==> src/rtl/tx_axis_frame_arbiter_if.sv <==
// AXI4-Stream bundle with N_LANES parallel 64-bit lanes.
// Lane k occupies tdata[64k+:64] and tkeep[8k+:8].
interface tx_axis_frame_arbiter_if #(
  parameter int N_LANES = 1
);
  logic [N_LANES*64-1:0] tdata;
  logic [N_LANES*8-1:0]  tkeep;
  logic [N_LANES-1:0]    tvalid;
  logic [N_LANES-1:0]    tready;
  logic [N_LANES-1:0]    tlast;

  modport master (output tdata, output tkeep, output tvalid, output tlast, input tready);
  modport slave  (input tdata, input tkeep, input tvalid, input tlast, output tready);
endinterface

==> src/rtl/tx_axis_frame_arbiter.sv <==
// Frame-granular round-robin arbiter feeding one Tx MAC AXIS input from NUM_SRC sources.
// An owner keeps the grant until tlast; stalled-out or oversize frames are flushed and reported.
module tx_axis_frame_arbiter #(
  parameter int NUM_SRC         = 4,
  parameter int MAX_FRAME_BEATS = 192
) (
  input  logic                       i_clk,
  input  logic                       i_reset,
  tx_axis_frame_arbiter_if.slave     s_axis,
  tx_axis_frame_arbiter_if.master    m_axis,
  output logic [NUM_SRC-1:0]         o_grant,
  output logic                       o_abort,
  output logic [$clog2(NUM_SRC)-1:0] o_abort_src
);

  localparam int IW = $clog2(NUM_SRC);
  localparam int CW = $clog2(MAX_FRAME_BEATS + 1);
  localparam logic [IW-1:0] LAST_IDX  = IW'(NUM_SRC - 1);
  localparam logic [CW-1:0] MAX_BEATS = CW'(MAX_FRAME_BEATS);

  typedef enum logic [1:0] {IDLE, ACTIVE, FLUSH} state_t;

  state_t        state_reg;
  logic [IW-1:0] owner_reg;
  logic [IW-1:0] rr_ptr_reg;
  logic [CW-1:0] beat_cnt_reg;

  logic [63:0]        src_data [NUM_SRC];
  logic [7:0]         src_keep [NUM_SRC];
  logic [NUM_SRC-1:0] src_ready;

  logic          sel_valid;
  logic          sel_last;
  logic          accept;
  logic [IW-1:0] next_ptr;
  logic [CW-1:0] cnt_inc;
  logic [IW-1:0] pick;

  generate
    for (genvar gi = 0; gi < NUM_SRC; gi++) begin : g_src
      assign src_data[gi]  = s_axis.tdata[64*gi +: 64];
      assign src_keep[gi]  = s_axis.tkeep[8*gi +: 8];
      // Owner sees the MAC's ready while streaming; during FLUSH it is drained unconditionally.
      assign src_ready[gi] = (owner_reg == IW'(gi)) &&
                             (((state_reg == ACTIVE) && m_axis.tready[0]) || (state_reg == FLUSH));
    end
  endgenerate

  assign s_axis.tready = src_ready;

  assign sel_valid       = s_axis.tvalid[owner_reg];
  assign sel_last        = s_axis.tlast[owner_reg];
  assign m_axis.tdata    = src_data[owner_reg];
  assign m_axis.tkeep    = src_keep[owner_reg];
  assign m_axis.tlast[0] = sel_last;
  assign m_axis.tvalid[0] = (state_reg == ACTIVE) && sel_valid;

  assign accept   = m_axis.tvalid[0] && m_axis.tready[0];
  assign next_ptr = (owner_reg == LAST_IDX) ? '0 : owner_reg + 1'b1;
  assign cnt_inc  = (beat_cnt_reg == MAX_BEATS) ? beat_cnt_reg : beat_cnt_reg + 1'b1;

  // First requester at or after rr_ptr, wrapping around.
  always_comb begin
    int idx_int;
    logic found;
    logic [IW-1:0] idx;
    pick    = rr_ptr_reg;
    found   = 1'b0;
    idx_int = 0;
    idx     = '0;
    for (int i = 0; i < NUM_SRC; i++) begin
      idx_int = int'(rr_ptr_reg) + i;
      if (idx_int >= NUM_SRC) idx_int = idx_int - NUM_SRC;
      idx = IW'(idx_int);
      if (!found && s_axis.tvalid[idx]) begin
        found = 1'b1;
        pick  = idx;
      end
    end
  end

  always_ff @(posedge i_clk or posedge i_reset) begin
    if (i_reset) begin
      state_reg    <= IDLE;
      owner_reg    <= '0;
      rr_ptr_reg   <= '0;
      beat_cnt_reg <= '0;
      o_grant      <= '0;
      o_abort      <= 1'b0;
      o_abort_src  <= '0;
    end else begin
      o_abort <= 1'b0;
      case (state_reg)
        IDLE: begin
          if (|s_axis.tvalid) begin
            owner_reg    <= pick;
            o_grant      <= NUM_SRC'(1) << pick;
            beat_cnt_reg <= '0;
            state_reg    <= ACTIVE;
          end
        end
        ACTIVE: begin
          if (accept) begin
            beat_cnt_reg <= cnt_inc;
            if (sel_last) begin
              state_reg  <= IDLE;
              rr_ptr_reg <= next_ptr;
              o_grant    <= '0;
            end else if (cnt_inc == MAX_BEATS) begin
              state_reg   <= FLUSH;
              o_abort     <= 1'b1;
              o_abort_src <= owner_reg;
            end
          end else if (!sel_valid) begin
            if (beat_cnt_reg == '0) begin
              // Request withdrawn before any beat moved: no frame to abort.
              state_reg <= IDLE;
              o_grant   <= '0;
            end else if (m_axis.tready[0]) begin
              state_reg   <= FLUSH;
              o_abort     <= 1'b1;
              o_abort_src <= owner_reg;
            end
          end
        end
        FLUSH: begin
          if (sel_valid && sel_last) begin
            state_reg  <= IDLE;
            rr_ptr_reg <= next_ptr;
            o_grant    <= '0;
          end
        end
        default: state_reg <= IDLE;
      endcase
    end
  end

endmodule

==> src/flat_wrapper.sv <==
// flat-port wrapper written by rule: the top's interface ports become plain ports
module tx_axis_frame_arbiter_flat 
#(
  parameter int NUM_SRC         = 4,
  parameter int MAX_FRAME_BEATS = 192
)
  (i_clk, i_reset, o_grant, o_abort, o_abort_src, s_axis_tdata, s_axis_tkeep, s_axis_tvalid, s_axis_tlast, s_axis_tready, m_axis_tdata, m_axis_tkeep, m_axis_tvalid, m_axis_tlast, m_axis_tready);
  tx_axis_frame_arbiter_if #(.N_LANES(4)) s_axis_i ();
  tx_axis_frame_arbiter_if #(.N_LANES(1)) m_axis_i ();
  input  logic i_clk;
  input  logic i_reset;
  output logic [NUM_SRC-1:0] o_grant;
  output logic o_abort;
  output logic [$clog2(NUM_SRC)-1:0] o_abort_src;
  input wire logic [$bits(s_axis_i.tdata)-1:0] s_axis_tdata;
  input wire logic [$bits(s_axis_i.tkeep)-1:0] s_axis_tkeep;
  input wire logic [$bits(s_axis_i.tvalid)-1:0] s_axis_tvalid;
  input wire logic [$bits(s_axis_i.tlast)-1:0] s_axis_tlast;
  output wire logic [$bits(s_axis_i.tready)-1:0] s_axis_tready;
  output wire logic [$bits(m_axis_i.tdata)-1:0] m_axis_tdata;
  output wire logic [$bits(m_axis_i.tkeep)-1:0] m_axis_tkeep;
  output wire logic [$bits(m_axis_i.tvalid)-1:0] m_axis_tvalid;
  output wire logic [$bits(m_axis_i.tlast)-1:0] m_axis_tlast;
  input wire logic [$bits(m_axis_i.tready)-1:0] m_axis_tready;
  assign s_axis_i.tdata = s_axis_tdata;
  assign s_axis_i.tkeep = s_axis_tkeep;
  assign s_axis_i.tvalid = s_axis_tvalid;
  assign s_axis_i.tlast = s_axis_tlast;
  assign s_axis_tready = s_axis_i.tready;
  assign m_axis_tdata = m_axis_i.tdata;
  assign m_axis_tkeep = m_axis_i.tkeep;
  assign m_axis_tvalid = m_axis_i.tvalid;
  assign m_axis_tlast = m_axis_i.tlast;
  assign m_axis_i.tready = m_axis_tready;
  tx_axis_frame_arbiter #(.NUM_SRC(NUM_SRC), .MAX_FRAME_BEATS(MAX_FRAME_BEATS)) u_core (.i_clk(i_clk), .i_reset(i_reset), .s_axis(s_axis_i), .m_axis(m_axis_i), .o_grant(o_grant), .o_abort(o_abort), .o_abort_src(o_abort_src));
endmodule
==> config.mk <==
export PLATFORM = sky130hd
export DESIGN_NAME = tx_axis_frame_arbiter_flat
export DESIGN_NICKNAME = d
export VERILOG_FILES = /design/src/rtl/tx_axis_frame_arbiter_if.sv /design/src/rtl/tx_axis_frame_arbiter.sv /design/src/flat_wrapper.sv
export SDC_FILE = /design/constraint.sdc
export NUM_CORES = 1
export LEC_CHECK = 0
export CAP_MARGIN = 30
export CORE_AREA = 2 2 147 149
export CTS_CLUSTER_DIAMETER = 40
export DETAILED_ROUTE_END_ITERATION = 10
export DIE_AREA = 0 0 149 151
export PLACE_DENSITY = 0.6
export SYNTH_ARGS = -nofsm -noshare
export SYNTH_HDL_FRONTEND = slang
export SYNTH_SLANG_ARGS = --single-unit
==> constraint.sdc <==
create_clock -name i_clk -period 6.67 [get_ports i_clk]
set_clock_uncertainty 0.15 [all_clocks]
set_input_delay 1.0005 -clock i_clk [delete_from_list [all_inputs] [get_ports i_clk]]
set_output_delay 1.0005 -clock i_clk [all_outputs]
set_load 0.02 [all_outputs]
Word level (Yosys, flattened, before mapping)
Cells that the tools add are included.
{"block": "word_totals", "register_bits": 21, "wordCells": 144}
{"block": "classes", "mux": 67, "n_shift": 1, "n_eq_ne": 20, "bitwise_logic": 1, "magnitude_cmp": 10, "reduce_logical": 29, "add_sub_neg": 9}
{"op": "$bmux 64 s2", "n": 1}
{"op": "$mux 64", "n": 2}
{"op": "$mux 2", "n": 26}
{"op": "$mux 8", "n": 5}
{"op": "$mux 4", "n": 6}
{"op": "$bmux 8 s2", "n": 1}
{"op": "$eq 8x8->1 const B", "n": 2}
{"op": "$mux 1", "n": 16}
{"op": "$pmux 8 s2", "n": 1}
{"op": "$lt 2x3->1 const B", "n": 5}
{"op": "$bmux 1 s2", "n": 6}
{"op": "$ge 3x3->1 const B", "n": 4}
{"op": "$pmux 4 s3", "n": 1}
{"op": "$reduce_and 6->1", "n": 2}
{"op": "$logic_and 1x1->1", "n": 11}
{"op": "$add 8x1->8 const B", "n": 1}
{"op": "$logic_not 8->1", "n": 1}
{"op": "$ne 2x1->1 const B", "n": 4}
{"op": "$ne 2x2->1 const B", "n": 4}
{"op": "$ne 4x3->1 const B", "n": 2}
{"op": "$sub 2x1->2 const B", "n": 4}
{"op": "$add 2x2->3 const B", "n": 2}
{"op": "$eq 2x2->1 const B", "n": 3}
{"op": "$ne 3x2->1 const B", "n": 2}
{"op": "other kinds (19)", "n": 25}

Longest topological paths before layout
Gate-level depths: netlist of run 1.
{"block": "logic_depth", "depth_word": 17, "ltp_mapped": 9}

Worst setup path before layout of run 1
OpenSTA, ideal clock, no wires.
{"block": "synth_timing", "path_kind": "register -> output", "startpoint": "register u_core.owner_reg[0]", "endpoint": "output port m_axis_tdata[0]", "stages_incl_launch_ff": 5, "path_buffers": 3, "path_slack_ns": 3.271, "arrival_ns": 2.248, "cell_sequence": "dfrtp_1 -> clkbuf_1 -> clkbuf_1 -> buf_1 -> mux4_2"}
{"block": "synth_via", "elab_chain_len": 4}
{"item": "from (decl)", "line": "tx_axis_frame_arbiter.sv:24", "source": "logic [IW-1:0] owner_reg;"}
{"item": "from (signal assigned)", "line": "tx_axis_frame_arbiter.sv:96", "source": "owner_reg <= pick;"}
{"item": "$not 2->3 (implied by the code)", "line": "tx_axis_frame_arbiter.sv:53", "source": "assign m_axis.tdata = src_data[owner_reg];"}
{"item": "$bmux 64 s2", "line": "tx_axis_frame_arbiter.sv:53"}
{"item": "$mux 64 (implied by the code) (2 in series)", "line": "tx_axis_frame_arbiter.sv:53"}
{"item": "to (decl)", "line": "flat_wrapper.sv:20", "source": "output wire logic [$bits(m_axis_i.tdata)-1:0] m_axis_tdata;"}
Every way passes these cells. The select of a mux whose other input is x is not followed.

Final worst setup path of run 1
{"block": "layout_timing", "startpoint": "register u_core.owner_reg[0]", "endpoint": "output port m_axis_tdata[24]"}
Same word-level chain as after synthesis.

==> results.cfg, run 1 <==
[sta]
tns_ps = 0
tightestPinTransition_ps = 900
hold_slack_ps = 365
finalWorstSetupSlack_ps = 2290
max_freq_mhz = 228
finalCritPeriodShare_pct = 65.6
fin_crit_ps = 4380
timing_hold_violations_final = 0
slew_violations = 0
final-setup-viol-count = 0
rsz0062_at_grt = false
relSlewSlack_pct = 39.9

[power_and_ir_drop]
switchingPower_uw = 1050
p_leak_uw = 0.00267
p_int_uw = 1290
ir_drop_mv = 0.123
clockPowerShare_pct = 5.7
swShare_pct = 44.9
p_comb_share_pct = 82.7
power_density_nw_per_um2 = 317
power.share.sequential_pct = 11.6

[logic_synthesis]
synth_edf_count = 0
yosysTopAreaCell = mux4_2
synth_top_area_share_pct = 51.9
yosys_warnings = 0
ys.flop_type = dfrtp_1
ys_seq_area_share_pct = 16.4
ys_ff_latch = 21
syn-cell-area_um2 = 3210
syn_area_per_cell_um2 = 12.8
syn-num-nets = 559
syn_inst = 250
ys_top_cells_by_area = mux4_2 (52%), dfrtp_1 (16%), ha_1 (3.9%)
netlist-cell-type-count = 48
async_flop_share_pct = 100

[placed_design]
place_congestion = 0.821
hpwl_um = 19900
place_ws_ps = 2480
place_inst = 886
port_buffers = 383

[drt]
vias = 4101
wl_per_cell_um = 25.3
drtAntennaViolNets = 0
vias_per_cell = 4.60
drt-initial-drc-count = 179
routed_wl_um = 22500
dr.pass1.iters = 4
drc_errors = 0

[floorplan]
fp.dieH_um = 151
pin_count = 384
rows = 53
core_um2 = 20800
die_area_um2 = 22500
die_x_um = 149
floorplan.initialDensity_pct = 15.4

[final_layout]
nets = 925
largest_reg_flops = 8
fin_cells = 891
area_growth_pct = 131
final_cell_mix = clkdlybuf4s50_1 (383), mux4_2 (74), dfrtp_1 (19), o21ai_0 (14), nor2_1 (14)
drive_above_1_share_pct = 16.3
final_common_cell = clkdlybuf4s50_1
final_util_pct = 35.6

[clock_tree]
ctsHoldBuffers = 0
ctsLongestPathBuffers = 2
clkLatencyLatePin_ps = 260
postCtsSetupBuffers = 0
cts_tree = built
clkSlewWorstSetupHoldPaths_ps = 60
htreeDepth = 1
cts_resized = 0
ctsRootBufferMaster = clkbuf_16
cts_sinks = 21
cts-buffers-inserted = 3

[hold_path]
min_path_type = reg -> reg

[run]
maxCapViolations = 0

[global_route]
grt_pass1_vias = 4350
antenna_found_initial = 4
grt_max_degree = 63
grt_usage_pct = 18.6
grt_pass1_wl_um = 30100
gr-total-overflow = 0

[setup_path]
crit_path_end_kind = output port
cp_max_fo = 46
crit_type = reg -> out
critPathLaunchType = register
cp.required_ps = 5520
crit_arrival_ps = 3230

[status]
status = complete, no violations
[worst paths after layout]
check | start | end | slack [ps] | depth (start not counted)
max | u_core.owner_reg[0] | m_axis_tdata[24] | 2290 | 3
min in group asynchronous | i_reset | u_core.o_abort_src[1] | 1090 | 2
min | u_core.o_abort_src[1] | u_core.o_abort_src[1] | 360 | 1
max reg2reg | u_core.beat_cnt_reg[0] | u_core.o_abort_src[0] | 3570 | 8
min reg2reg | u_core.o_abort_src[1] | u_core.o_abort_src[1] | 360 | 1
max in group asynchronous | i_reset | u_core.owner_reg[0] | 4630 | 2
[per-layer routing]
layer | vias up | track usage [%] | routed length (um)
met5 | - | 0 | 41
met4 | 6 | 3.86 | 529
met3 | 26 | 5.03 | 2200
met2 | 290 | 34.5 | 11700
met1 | 2004 | 21.4 | 8000
li1 | 1775 | - | -
[cell families after synthesis]
family | count (synthesis) | synth area share (%)
AO/OA/AOI/OAI | 36 | 8.34
XOR/XNOR | 5 | 1.36
adder cells (fa/ha/maj) | 10 | 3.90
buffers and inverters | 36 | 4.80
flip-flops | 21 | 16.4
multiplexers | 85 | 55.9
AND/OR/NAND/NOR | 57 | 9.36
[layout make-up]
class,instances,area (um2)
fill,2049,13400
timing repair buffer,385,3870
multi-input combinational,193,2530
sequential,21,533
tap,275,344
clock buffer,3,75.1
inverter,12,45.0
clock inverter,1,5.00
antenna,1,2.50
[critical path: stages, from the launching register on]
cell and delay, ps:
dfrtp_4 840, buf_4 780, mux4_2 670, clkdlybuf4s50_1 570
[cell usage after synthesis (2+ instances only)]
library cell  number
mux2_2             7
xnor2_1            3
mux4_2            74
buf_6              2
o31ai_1            2
a21oi_1            6
and3_1             2
buf_2              3
buf_1              7
ha_1              10
xor2_1             2
dfrtp_1           21
mux2_1             2
nor2_1            14
nand3_1            7
nor2b_1            6
clkbuf_1          12
inv_1             12
nand2b_1           2
o21ai_0           14
nor4_1             2
nand2_1           13
or3_1              2
[metrics by stage]
step	power [uW]	instance area, um2
global route	2480	7400
CTS	2380	7400
floorplan	1350	3210
global placement	2200	7290
finish	2340	7400
detailed placement	2230	7320
[power groups by stage]
stage	logic, uW	clock network, uW	registers [uW]
final	1940	133	273
after global routing	2050	144	291
after CTS	1970	135	278
after detailed placement	1950	0	279
after global placement	1860	0	338
after floorplan	1140	0	211
Power figures use the tool's default switching activity.
==> inputs of run 2 (changes only) <==
- clock period: 6.67 -> 4.1 ns (I/O delays scaled with it)
==> results.cfg, run 2 (synthesis results as in run 1) <==
[drt]
routed_wl_um = 22400
drc_errors = 0
vias = 4078
vias_per_cell = 4.55
drtAntennaViolNets = 0
drt-initial-drc-count = 112
dr.pass1.iters = 4
wl_per_cell_um = 25.0

[setup_path]
cp_max_fo = 47
crit_arrival_ps = 2780
reg2reg_depth = 8
r2r-start = u_core.beat_cnt_reg[0]
critPathLaunchType = register
cp.required_ps = 3340
crit_type = reg -> out
worstReg2RegEnd = u_core.o_abort_src[0]
crit_path_end_kind = output port
regToRegSetupSlack_ps = 1070

[floorplan]
die_area_um2 = 22500
rows = 53
die_x_um = 149
fp.dieH_um = 151
pin_count = 384
core_um2 = 20800
floorplan.initialDensity_pct = 15.4

[sta]
finalCritPeriodShare_pct = 86.5
fin_crit_ps = 3550
tightestPinTransition_ps = 681
relSlewSlack_pct = 54.6
final-setup-viol-count = 0
timing_hold_violations_final = 0
tns_ps = 0
slew_violations = 0
max_freq_mhz = 282
rsz0062_at_grt = false

[clock_tree]
clkSlewWorstSetupHoldPaths_ps = 70
cts_tree = built
clkLatencyLatePin_ps = 260
postCtsSetupBuffers = 0
ctsHoldBuffers = 0
ctsRootBufferMaster = clkbuf_16
cts_resized = 0
ctsLongestPathBuffers = 2
cts_sinks = 21
htreeDepth = 1
cts-buffers-inserted = 3

[final_layout]
regArea_um2 = 533
final_util_pct = 35.7
drive_above_1_share_pct = 16.5
final.fill_count = 2056
area_growth_pct = 132
largest_reg_flops = 8
nets = 927
multi_input_area_um2 = 2530
final_common_cell = clkdlybuf4s50_1
final_cell_mix = clkdlybuf4s50_1 (383), mux4_2 (74), dfrtp_1 (19), o21ai_0 (14), nor2_1 (14)

[global_route]
grt_max_degree = 48
grt_usage_pct = 18.3
grt_pass1_wl_um = 29500
grt_pass1_vias = 4290
antenna_found_initial = 12
gr-total-overflow = 0

[placed_design]
place_congestion = 0.810
hpwl_um = 19700
port_buffers = 383

[hold_path]
min_path_type = reg -> reg
min-delay-start = u_core.o_abort_src[1]
hold_depth = 1
min_to = u_core.o_abort_src[1]

[power_and_ir_drop]
ir_drop_mv = 0.282
power.share.sequential_pct = 12.9
p_leak_uw = 0.00268
power_density_nw_per_um2 = 514
p_int_uw = 2100
clockPowerShare_pct = 5.7
switchingPower_uw = 1720
p_comb_share_pct = 81.4
swShare_pct = 45.0

[status]
status = complete, no violations

[run]
maxCapViolations = 0
-- run 2: metrics by stage --
stage	total power (uW)	instances	worst slack (ps)	area, um2	hold slack, ps
floorplan	2190	250	1090	3210	361
global placement	3590	887	814	7320	331
detailed placement	3620	887	807	7320	341
CTS	3860	891	511	7400	366
global route	4020	895	410	7440	381
finish	3820	896	553	7440	363
-- run 2: worst max path at each step --
| stage | from | endpoint | slack, ps | cells after the start |
|---|---|---|---|---|
| detailed placement | u_core.owner_reg[0] | m_axis_tkeep[7] | 810 | 3 |
| floorplan | u_core.owner_reg[0] | m_axis_tdata[0] | 1090 | 4 |
| global route | u_core.owner_reg[0] | m_axis_tkeep[7] | 410 | 3 |
| CTS | u_core.owner_reg[0] | m_axis_tkeep[7] | 510 | 3 |
| global placement | u_core.owner_reg[0] | m_axis_tkeep[7] | 810 | 3 |
| finish | u_core.owner_reg[0] | m_axis_tkeep[7] | 550 | 3 |
-- run 2: layout make-up --
class / count / area share [%]
diodes: 4 / 0.135
clock buffers: 3 / 1.01
clock inverters: 1 / 0.0673
inverters: 12 / 0.606
multi-input cells: 193 / 34.0
flip-flops and latches: 21 / 7.17
well taps: 275 / 4.63
repair buffers: 387 / 52.4
-- run 2: critical path: stages, from the launching register on --
cell	delay, ps
dfrtp_4	840
buf_12	390
mux4_2	560
clkdlybuf4s50_1	610
-- run 2: power groups by stage --
stage	Sequential, uW	Clock, uW	Combinational (uW)
6_report	495	217	3110
5_1_grt	518	230	3280
4_1_cts	496	221	3140
3_5_place_dp	499	0	3120
3_3_place_gp	488	0	3100
2_1_floorplan	344	0	1850
-- run 2: routing by layer --
metal  vias up  track usage [%]  part of all wire (%)
met1      1995             20.7                    37
met5         -                0                  0.36
li1       1776                -                     -
met4        12             5.29                   2.5
met3        38             5.54                   8.6
met2       257             33.3                    52
==> inputs of run 3 (changes only) <==
- CTS_BUF_LIST: not set -> sky130_fd_sc_hd__clkbuf_2 sky130_fd_sc_hd__clkbuf_4 sky130_fd_sc_hd__clkbuf_8
- PLACE_DENSITY: 0.6 -> 0.61
- clock period: 4.1 -> 3 ns (I/O delays scaled with it)
==> results.cfg, run 3 (synthesis results as in run 1) <==
[status]
status = complete, no violations

[sta]
tightestPinTransition_ps = 872
timing_hold_violations_final = 0
final-setup-viol-count = 0
hold_slack_ps = 374
finalCritPeriodShare_pct = 96.4
tns_ps = 0
fin_crit_ps = 2890
rsz0062_at_grt = false
relSlewSlack_pct = 41.8
max_freq_mhz = 346
slew_violations = 0

[setup_path]
critPathLaunchType = register
r2r-start = u_core.beat_cnt_reg[0]
critPathLaunch = u_core.owner_reg[0]
crit_path_end_kind = output port
crit_arrival_ps = 2290
cp.required_ps = 2400
crit_type = reg -> out
cp_max_fo = 31

[placed_design]
place_congestion = 0.872
hpwl_um = 18600
port_buffers = 383

[clock_tree]
cts-buffers-inserted = 3
ctsRootBufferMaster = clkbuf_8
cts_sinks = 21
ctsLongestPathBuffers = 2
cts_resized = 0
clkLatencyLatePin_ps = 260
htreeDepth = 1
clkSlewWorstSetupHoldPaths_ps = 80
cts_tree = built

[floorplan]
die_area_um2 = 22500
rows = 53
floorplan.initialDensity_pct = 15.4
fp.dieH_um = 151
pin_count = 384
core_um2 = 20800
die_x_um = 149

[drt]
dr.pass1.iters = 4
wl_per_cell_um = 23.2
drtAntennaViolNets = 0
drc_errors = 0
routed_wl_um = 21100
vias = 3991
vias_per_cell = 4.39
drt-initial-drc-count = 140

[hold_path]
min-delay-start = u_core.o_grant[1]
min_path_type = reg -> reg

[power_and_ir_drop]
ir_drop_mv = 0.239
p_leak_uw = 0.00275
power_density_nw_per_um2 = 697

[final_layout]
nets = 941
largest_reg_flops = 8
area_growth_pct = 134
drive_above_1_share_pct = 19.5
final_cell_mix = clkdlybuf4s50_1 (376), mux4_2 (74), buf_4 (20), dfrtp_1 (19)
final_common_cell = clkdlybuf4s50_1

[global_route]
grt_max_degree = 32
gr-total-overflow = 0
grt_usage_pct = 17.5
grt_pass1_wl_um = 28500
grt_pass1_vias = 4121
antenna_found_initial = 0

[run]
maxCapViolations = 0
[run 3: cell count changes in the layout (fill, tap and decap cells not counted), sizes merged]
cell and change:
buf +21, clkdlybuf4s50 -7, clkbuf +1, clkinv -1
[run 3: routing by layer]
metal	global-route usage (%)	vias up	wire, um
li1	-	1808	-
met1	19.6	1920	7400
met2	31.0	245	10900
met3	6.93	18	2350
met4	4.57	0	450
met5	0	-	0
[run 3: final timing paths]
check                                        endpoint  slack [ps]  cells past startpoint
worst max-delay path                 m_axis_tdata[20]         110                      3
worst min-delay path                u_core.o_grant[1]         370                      1
worst max register to register  u_core.o_abort_src[1]         150                      8
worst min register to register      u_core.o_grant[1]         370                      1
max in group asynchronous         u_core.owner_reg[1]        1550                      2
min in group asynchronous       u_core.o_abort_src[1]         520                      2
[run 3: where the power goes]
group	internal (uW)	leakage (uW)	total (uW)	switching (uW)
sequential	373	0.000276	549	177
combinational	2430	0.00245	4490	2060
clock	104	0.0000262	201	97.3
total	2910	0.00275	5240	2330
[run 3: repair_timing]
action	4_1_cts	5_1_grt
setup endpoints to repair	0	28
hold buffers	0	0
buffers inserted	0	4
endpoints found under the hold margin	0	0
[run 3: layout make-up]
cell class,instances,area (um2)
fillers,2083,13300
flip-flops and latches,21,533
diodes,4,10.0
clock buffers,4,48.8
repair buffers,401,4010
inverters,12,45.0
multi-input cells,193,2530
well taps,275,344
[run 3: per-stage QoR]
step | setup slack (ps) | std cells | utilization (%) | total power [uW] | area, um2
5_1_grt | 10.2 | 906 | 36.1 | 5570 | 7510
3_5_place_dp | 105 | 898 | 35.7 | 5090 | 7440
3_3_place_gp | 170 | 898 | 35.7 | 5090 | 7440
6_report | 109 | 910 | 36.1 | 5240 | 7520
2_1_floorplan | 152 | 250 | - | 2990 | 3210
4_1_cts | 21.2 | 902 | 35.9 | 5320 | 7480
[run 3: worst max-delay path, cell delays in order, from the launching register on]
cell             delay, ps
dfrtp_4                560
buf_12                 290
mux4_2                 570
clkdlybuf4s50_1        570
